--- src/rtl/frog_game_sequencer_pkg.sv ---
// Shared constants for the frog game flow controller: state encodings and default frame counts.
package frog_game_sequencer_pkg;

  typedef enum logic [2:0] {
    ST_ATTRACT   = 3'd0,
    ST_PLAYING   = 3'd1,
    ST_HIT       = 3'd2,
    ST_LEVEL_UP  = 3'd3,
    ST_GAME_OVER = 3'd4
  } game_state_e;

  localparam int unsigned LivesInitDef      = 3;
  localparam int unsigned MaxLevelDef       = 9;
  localparam int unsigned HitFramesDef      = 60;
  localparam int unsigned LevelupFramesDef  = 90;
  localparam int unsigned GameoverFramesDef = 180;

endpackage

--- src/rtl/frog_game_sequencer_bcd_score_counter.sv ---
// Two-digit BCD score counter with clear, increment and saturation at 99.
module bcd_score_counter (
  input  logic       clk_i,
  input  logic       rst_ni,
  input  logic       clear_i,
  input  logic       inc_i,
  output logic [3:0] tens_o,
  output logic [3:0] units_o
);

  logic [3:0] tens_d, tens_q;
  logic [3:0] units_d, units_q;
  logic       at_max;

  assign at_max = (tens_q == 4'd9) && (units_q == 4'd9);

  always_comb begin
    tens_d  = tens_q;
    units_d = units_q;
    if (clear_i) begin
      tens_d  = 4'd0;
      units_d = 4'd0;
    end else if (inc_i && !at_max) begin
      if (units_q == 4'd9) begin
        units_d = 4'd0;
        tens_d  = tens_q + 4'd1;
      end else begin
        units_d = units_q + 4'd1;
      end
    end
  end

  always_ff @(posedge clk_i or negedge rst_ni) begin
    if (!rst_ni) begin
      tens_q  <= 4'd0;
      units_q <= 4'd0;
    end else begin
      tens_q  <= tens_d;
      units_q <= units_d;
    end
  end

  assign tens_o  = tens_q;
  assign units_o = units_q;

endmodule

--- src/rtl/frog_game_sequencer.sv ---
// Game-flow controller: sequences attract/play/hit/level-up/game-over and owns lives, level
// and score. Every output is a register.
module frog_game_sequencer
  import frog_game_sequencer_pkg::*;
#(
  parameter int unsigned LIVES_INIT      = LivesInitDef,
  parameter int unsigned MAX_LEVEL       = MaxLevelDef,
  parameter int unsigned HIT_FRAMES      = HitFramesDef,
  parameter int unsigned LEVELUP_FRAMES  = LevelupFramesDef,
  parameter int unsigned GAMEOVER_FRAMES = GameoverFramesDef
) (
  input  logic       CLK,
  input  logic       RST_N,
  input  logic       frame_tick,
  input  logic       any_key,
  input  logic       collision,
  input  logic       goal_reached,
  output logic [2:0] game_state,
  output logic       cars_enable,
  output logic       player_reset,
  output logic       player_flash,
  output logic [3:0] level,
  output logic [1:0] lives,
  output logic [3:0] score_tens,
  output logic [3:0] score_units
);

  localparam logic [1:0] LivesInit   = 2'(LIVES_INIT);
  localparam logic [3:0] MaxLevel    = 4'(MAX_LEVEL);
  localparam logic [7:0] HitLast     = 8'(HIT_FRAMES - 1);
  localparam logic [7:0] LevelupLast = 8'(LEVELUP_FRAMES - 1);
  localparam logic [7:0] GameoverMin = 8'(GAMEOVER_FRAMES);

  game_state_e state_d, state_q;
  logic [7:0]  frame_cnt_d, frame_cnt_q;
  logic [1:0]  lives_d, lives_q;
  logic [3:0]  level_d, level_q;
  logic        player_reset_d, player_reset_q;
  logic        player_flash_d, player_flash_q;
  logic        cars_enable_d, cars_enable_q;
  logic        any_key_d_q;
  logic        key_armed_q;
  logic        key_edge;
  logic        score_inc;
  logic        score_clr;

  // A key already down when reset releases must not count: edges are armed only once a
  // released key has been sampled.
  assign key_edge = any_key && !any_key_d_q && key_armed_q;

  always_comb begin
    state_d        = state_q;
    lives_d        = lives_q;
    level_d        = level_q;
    player_reset_d = 1'b0;
    score_inc      = 1'b0;
    score_clr      = 1'b0;

    case (state_q)
      ST_ATTRACT: begin
        if (key_edge) begin
          lives_d        = LivesInit;
          level_d        = 4'd1;
          score_clr      = 1'b1;
          player_reset_d = 1'b1;
          state_d        = ST_PLAYING;
        end
      end
      ST_PLAYING: begin
        if (collision) begin
          state_d = ST_HIT;
        end else if (goal_reached) begin
          score_inc      = 1'b1;
          player_reset_d = 1'b1;
          state_d        = ST_LEVEL_UP;
          if (level_q < MaxLevel) level_d = level_q + 4'd1;
        end
      end
      ST_HIT: begin
        if (frame_tick && (frame_cnt_q == HitLast)) begin
          if (lives_q == 2'd1) begin
            lives_d = 2'd0;
            state_d = ST_GAME_OVER;
          end else begin
            lives_d        = lives_q - 2'd1;
            player_reset_d = 1'b1;
            state_d        = ST_PLAYING;
          end
        end
      end
      ST_LEVEL_UP: begin
        if (frame_tick && (frame_cnt_q == LevelupLast)) state_d = ST_PLAYING;
      end
      ST_GAME_OVER: begin
        if (key_edge && (frame_cnt_q >= GameoverMin)) state_d = ST_ATTRACT;
      end
      default: state_d = ST_ATTRACT;
    endcase

    if (state_d != state_q) begin
      frame_cnt_d = 8'd0;
    end else if (frame_tick && (frame_cnt_q != 8'hff)) begin
      frame_cnt_d = frame_cnt_q + 8'd1;
    end else begin
      frame_cnt_d = frame_cnt_q;
    end

    // Derived from next-state values so these outputs line up with game_state.
    cars_enable_d  = (state_d == ST_PLAYING);
    player_flash_d = (state_d == ST_HIT) && frame_cnt_d[3];
  end

  always_ff @(posedge CLK or negedge RST_N) begin
    if (!RST_N) begin
      state_q        <= ST_ATTRACT;
      frame_cnt_q    <= 8'd0;
      lives_q        <= 2'd0;
      level_q        <= 4'd1;
      player_reset_q <= 1'b0;
      player_flash_q <= 1'b0;
      cars_enable_q  <= 1'b0;
      any_key_d_q    <= 1'b0;
      key_armed_q    <= 1'b0;
    end else begin
      state_q        <= state_d;
      frame_cnt_q    <= frame_cnt_d;
      lives_q        <= lives_d;
      level_q        <= level_d;
      player_reset_q <= player_reset_d;
      player_flash_q <= player_flash_d;
      cars_enable_q  <= cars_enable_d;
      any_key_d_q    <= any_key;
      key_armed_q    <= key_armed_q | ~any_key;
    end
  end

  bcd_score_counter u_score (
    .clk_i   (CLK),
    .rst_ni  (RST_N),
    .clear_i (score_clr),
    .inc_i   (score_inc),
    .tens_o  (score_tens),
    .units_o (score_units)
  );

  assign game_state   = state_q;
  assign cars_enable  = cars_enable_q;
  assign player_reset = player_reset_q;
  assign player_flash = player_flash_q;
  assign level        = level_q;
  assign lives        = lives_q;

endmodule
--- config.mk ---
export PLATFORM = sky130hd
export DESIGN_NAME = frog_game_sequencer
export DESIGN_NICKNAME = d
export VERILOG_FILES = /design/src/rtl/frog_game_sequencer_pkg.sv /design/src/rtl/frog_game_sequencer_bcd_score_counter.sv /design/src/rtl/frog_game_sequencer.sv
export SDC_FILE = /design/constraint.sdc
export NUM_CORES = 1
export LEC_CHECK = 0
export CAP_MARGIN = 20
export CORE_ASPECT_RATIO = 1.25
export CORE_MARGIN = 1.5
export CORE_UTILIZATION = 45
export DETAILED_ROUTE_END_ITERATION = 12
export HOLD_SLACK_MARGIN = 0.15
export PLACE_DENSITY = 0.72
export SYNTH_ARGS = -nofsm -noshare
export SYNTH_HDL_FRONTEND = slang
export SYNTH_SLANG_ARGS = --single-unit
--- constraint.sdc ---
create_clock -name CLK -period 1.8 [get_ports CLK]
set_input_delay 0.45 -clock CLK [delete_from_list [all_inputs] [get_ports CLK]]
set_output_delay 0.45 -clock CLK [all_outputs]
set_load 0.01 [all_outputs]
==> impl_metrics.yaml <==
worst_setup_path:
  crit_family: "buffers and inverters"
  critPathSlowestCell: "clkdlybuf4s50_1"
  end_kind: "output pin"
  cp_num_buf_inv: 1
  critPathMaxFanout: 5
  required_ps: 1350
  r2r_slack_ps: 100
  arrival_ps: 1290
  path_cells: "clkdlybuf4s50_1"
  max_stage_delay_ps: 570
  critPathKind: "flip-flop to output pin"
  start_kind: "flip-flop"
placed_design:
  gp_congestion: 0.8290
  portBuffers: 25
  placed_area_mm2: 0.002151
  dp_slack_ps: -212.5
  post-dp-hpwl_um: 3009
routing:
  routed_via_density: 5.693
  wire_per_inst_um: 14.87
  vias: 1486
  first_pass_iters: 4
  drc: 0
  wl_um: 3880
  first_iter_violations: 53
  ant_nets: 0
yosys:
  synth_simple_gate_area_share_pct: 25.11
  muxShareOfSynthArea_pct: 2.374
  postSynthCellCount: 177
  yosys.area_share.xor_xnor_pct: 2.518
  syn_area_mm2: 0.001739
  ys_seq_area_share_pct: 43.24
  synth_cell_types: 49
  synthArstFlopShare_pct: 100.0
  synthAdderAreaFrac_pct: 5.755
  synth_compound_area_share_pct: 15.76
  avgSynthCellArea_um2: 9.826
  synth_top_family_by_area: "simple AND/OR/NAND/NOR gates"
  ys_ff_latch: 30
  synth-main-ff-cell: "dfrtp_1"
  syn-num-nets: 191
  yosys_warnings: 0
  synth_edf_count: 0
timing:
  drv_slew: 0
  period_needed_ps: 1736
  hold_slack_ps: 456.4
  period_share_pct: 96.44
  rsz0062_at_grt: "no"
  tightestPinTransition_ps: 528.7
  hold_viol: 0
  fin_ws_ps: 64.14
  slew_headroom_pct: 63.84
  fmax_mhz: 576.1
  finClkSkew_ps: 8.520
  finalSetupViolCount: 0
global_route:
  grt_use_total_pct: 20.52
  grt_max_degree: 31
  gr-total-overflow: 0
  antenna_found_initial: 0
  grt_pass1_wl_um: 6679
  grt_pass1_vias: 1524
floorplan:
  fp.dieW_um: 58.61
  start_util_pct: 46.33
  rows: 25
  io_pins: 26
  die_area_mm2: 0.004249
  dieHeight_um: 72.51
  core_region_area_mm2: 0.003754
clock_network:
  cts_root_buf: "clkbuf_8"
  htreeDepth: 2
  cts_max_path_buffers: 2
  cts_buffers: 5
  postCtsSetupRepairBufs: 0
  cts_tree: "yes"
  cts_num_sinks: 30
  clkLatencyLatePin_ps: 290
  cts.reportedPaths.clkPinSlew_ps: 70
power:
  power_density_mw_per_mm2: 1146
  p_sw_w: 0.0009403
  p_leak_nw: 0.9882
  peakVddDrop_v: 0.0006359
  p_comb_share_pct: 40.7
  clkPwrFrac_pct: 19.7
  sequentialPowerShare_pct: 39.6
  p_int_w: 0.001624
  p_sw_share_pct: 36.67
status:
  status: "complete, no violations"
final_layout:
  layout_common_cells: "dfrtp_1, clkdlybuf4s50_1, buf_4"
  nets: 235
  antennaDiodeCount: 0
  final_area_mm2: 0.002238
  fin_util_pct: 59.63
  n_fill_cell: 340
  drive_gt1_share_pct: 16.29
  area_growth_pct: 28.71
  final_common_cell: "dfrtp_1"
run:
  drv_cap: 0
min_path:
  hp-class: "flip-flop to flip-flop"
[synth_stat cells, types with 2 or more instances]
cell / number / area [µm²]
a2111oi_0: 2 / 17.52
a21oi_1: 6 / 30.03
a31oi_1: 2 / 12.51
and3b_1: 2 / 17.52
and4_1: 2 / 17.52
buf_2: 4 / 20.02
clkbuf_1: 3 / 11.26
dfrtp_1: 29 / 725.7
ha_1: 8 / 100.1
inv_1: 14 / 52.55
mux2i_1: 3 / 30.03
nand2_1: 9 / 33.78
nand2b_1: 2 / 12.51
nand3_1: 7 / 35.03
nand3b_1: 5 / 37.54
nand4_1: 4 / 25.02
nand4b_1: 2 / 17.52
nor2_1: 18 / 67.56
nor2b_1: 3 / 18.77
nor3_1: 5 / 25.02
nor4_1: 2 / 12.51
o2111ai_1: 3 / 26.28
o211ai_1: 3 / 22.52
o21ai_0: 7 / 35.03
o22ai_1: 2 / 12.51
o31ai_1: 2 / 15.01
or3b_1: 2 / 17.52
xnor2_1: 5 / 43.79
[through the flow]
step / power [W] / setup TNS [ps] / instances
after floorplan: 0.001571 / 0 / 177
after CTS: 0.002582 / 0 / 261
after global placement: 0.002028 / -1822 / 254
after detailed placement: 0.002082 / -3386 / 254
final: 0.002564 / 0 / 261
after global routing: 0.002745 / 0 / 261
[power by group through the flow]
stage               Combinational [W]  Clock, W  Sequential, W
floorplan                    0.000515         0        0.00106
global placement              0.00101         0        0.00102
detailed placement            0.00105         0        0.00103
CTS                           0.00105  0.000517        0.00102
global route                  0.00116  0.000544        0.00104
finish                        0.00104  0.000506        0.00102
[flip-flops by register name, indices dropped and copies added, names as in the netlist, 2 cells and up]
signal,flops
game_state,3
u_score.units_o,4
level,4
u_score.tens_o,4
lives,2
frame_cnt_q,8
[layout make-up]
class	count	area, µm²	area share [%]
flip-flops and latches	30	752.0	33.59
clock inverters	2	10.01	0.4472
inverters	14	52.55	2.348
clock buffers	5	68.82	3.074
multi-input cells	125	904.6	40.41
well taps	40	50.05	2.236
repair buffers	45	400.4	17.89
[metal layers]
layer	up-vias	wire length [µm]	track usage [%]	part of all wire [%]
met2	31	2128	36.95	55
met4	0	71	8.838	1.8
met1	722	1563	23.22	40
li1	727	-	-	-
met5	-	0	0	0
met3	6	117	3.922	3.0
[cell families after synthesis]
family,after synthesis
buffers and inverters,22
xor gates and xnor gates,5
adders and majority gates,8
muxes,4
AOI/OAI and AO/OA,37
DFF,30
and+or+nand+nor,71
[path summary, 6_finish.rpt]
check,endpoint,startpoint,cells after the start
hold reg to reg,key_armed_q,key_armed_q,1
min in group asynchronous,u_score.tens_o[0],RST_N,2
setup / recovery,score_tens[0],u_score.tens_o[0],1
setup reg to reg,u_score.tens_o[1],u_score.units_o[2],4
max in group asynchronous,level[0],RST_N,2
hold / removal,key_armed_q,key_armed_q,1
[what timing repair did]
item | 4_1_cts | 5_1_grt
gates resized for setup | 2 | 3
hold buffers | 0 | 0
endpoints found under the setup margin | 2 | 2
Note: power is estimated with default switching activity, not from simulation.
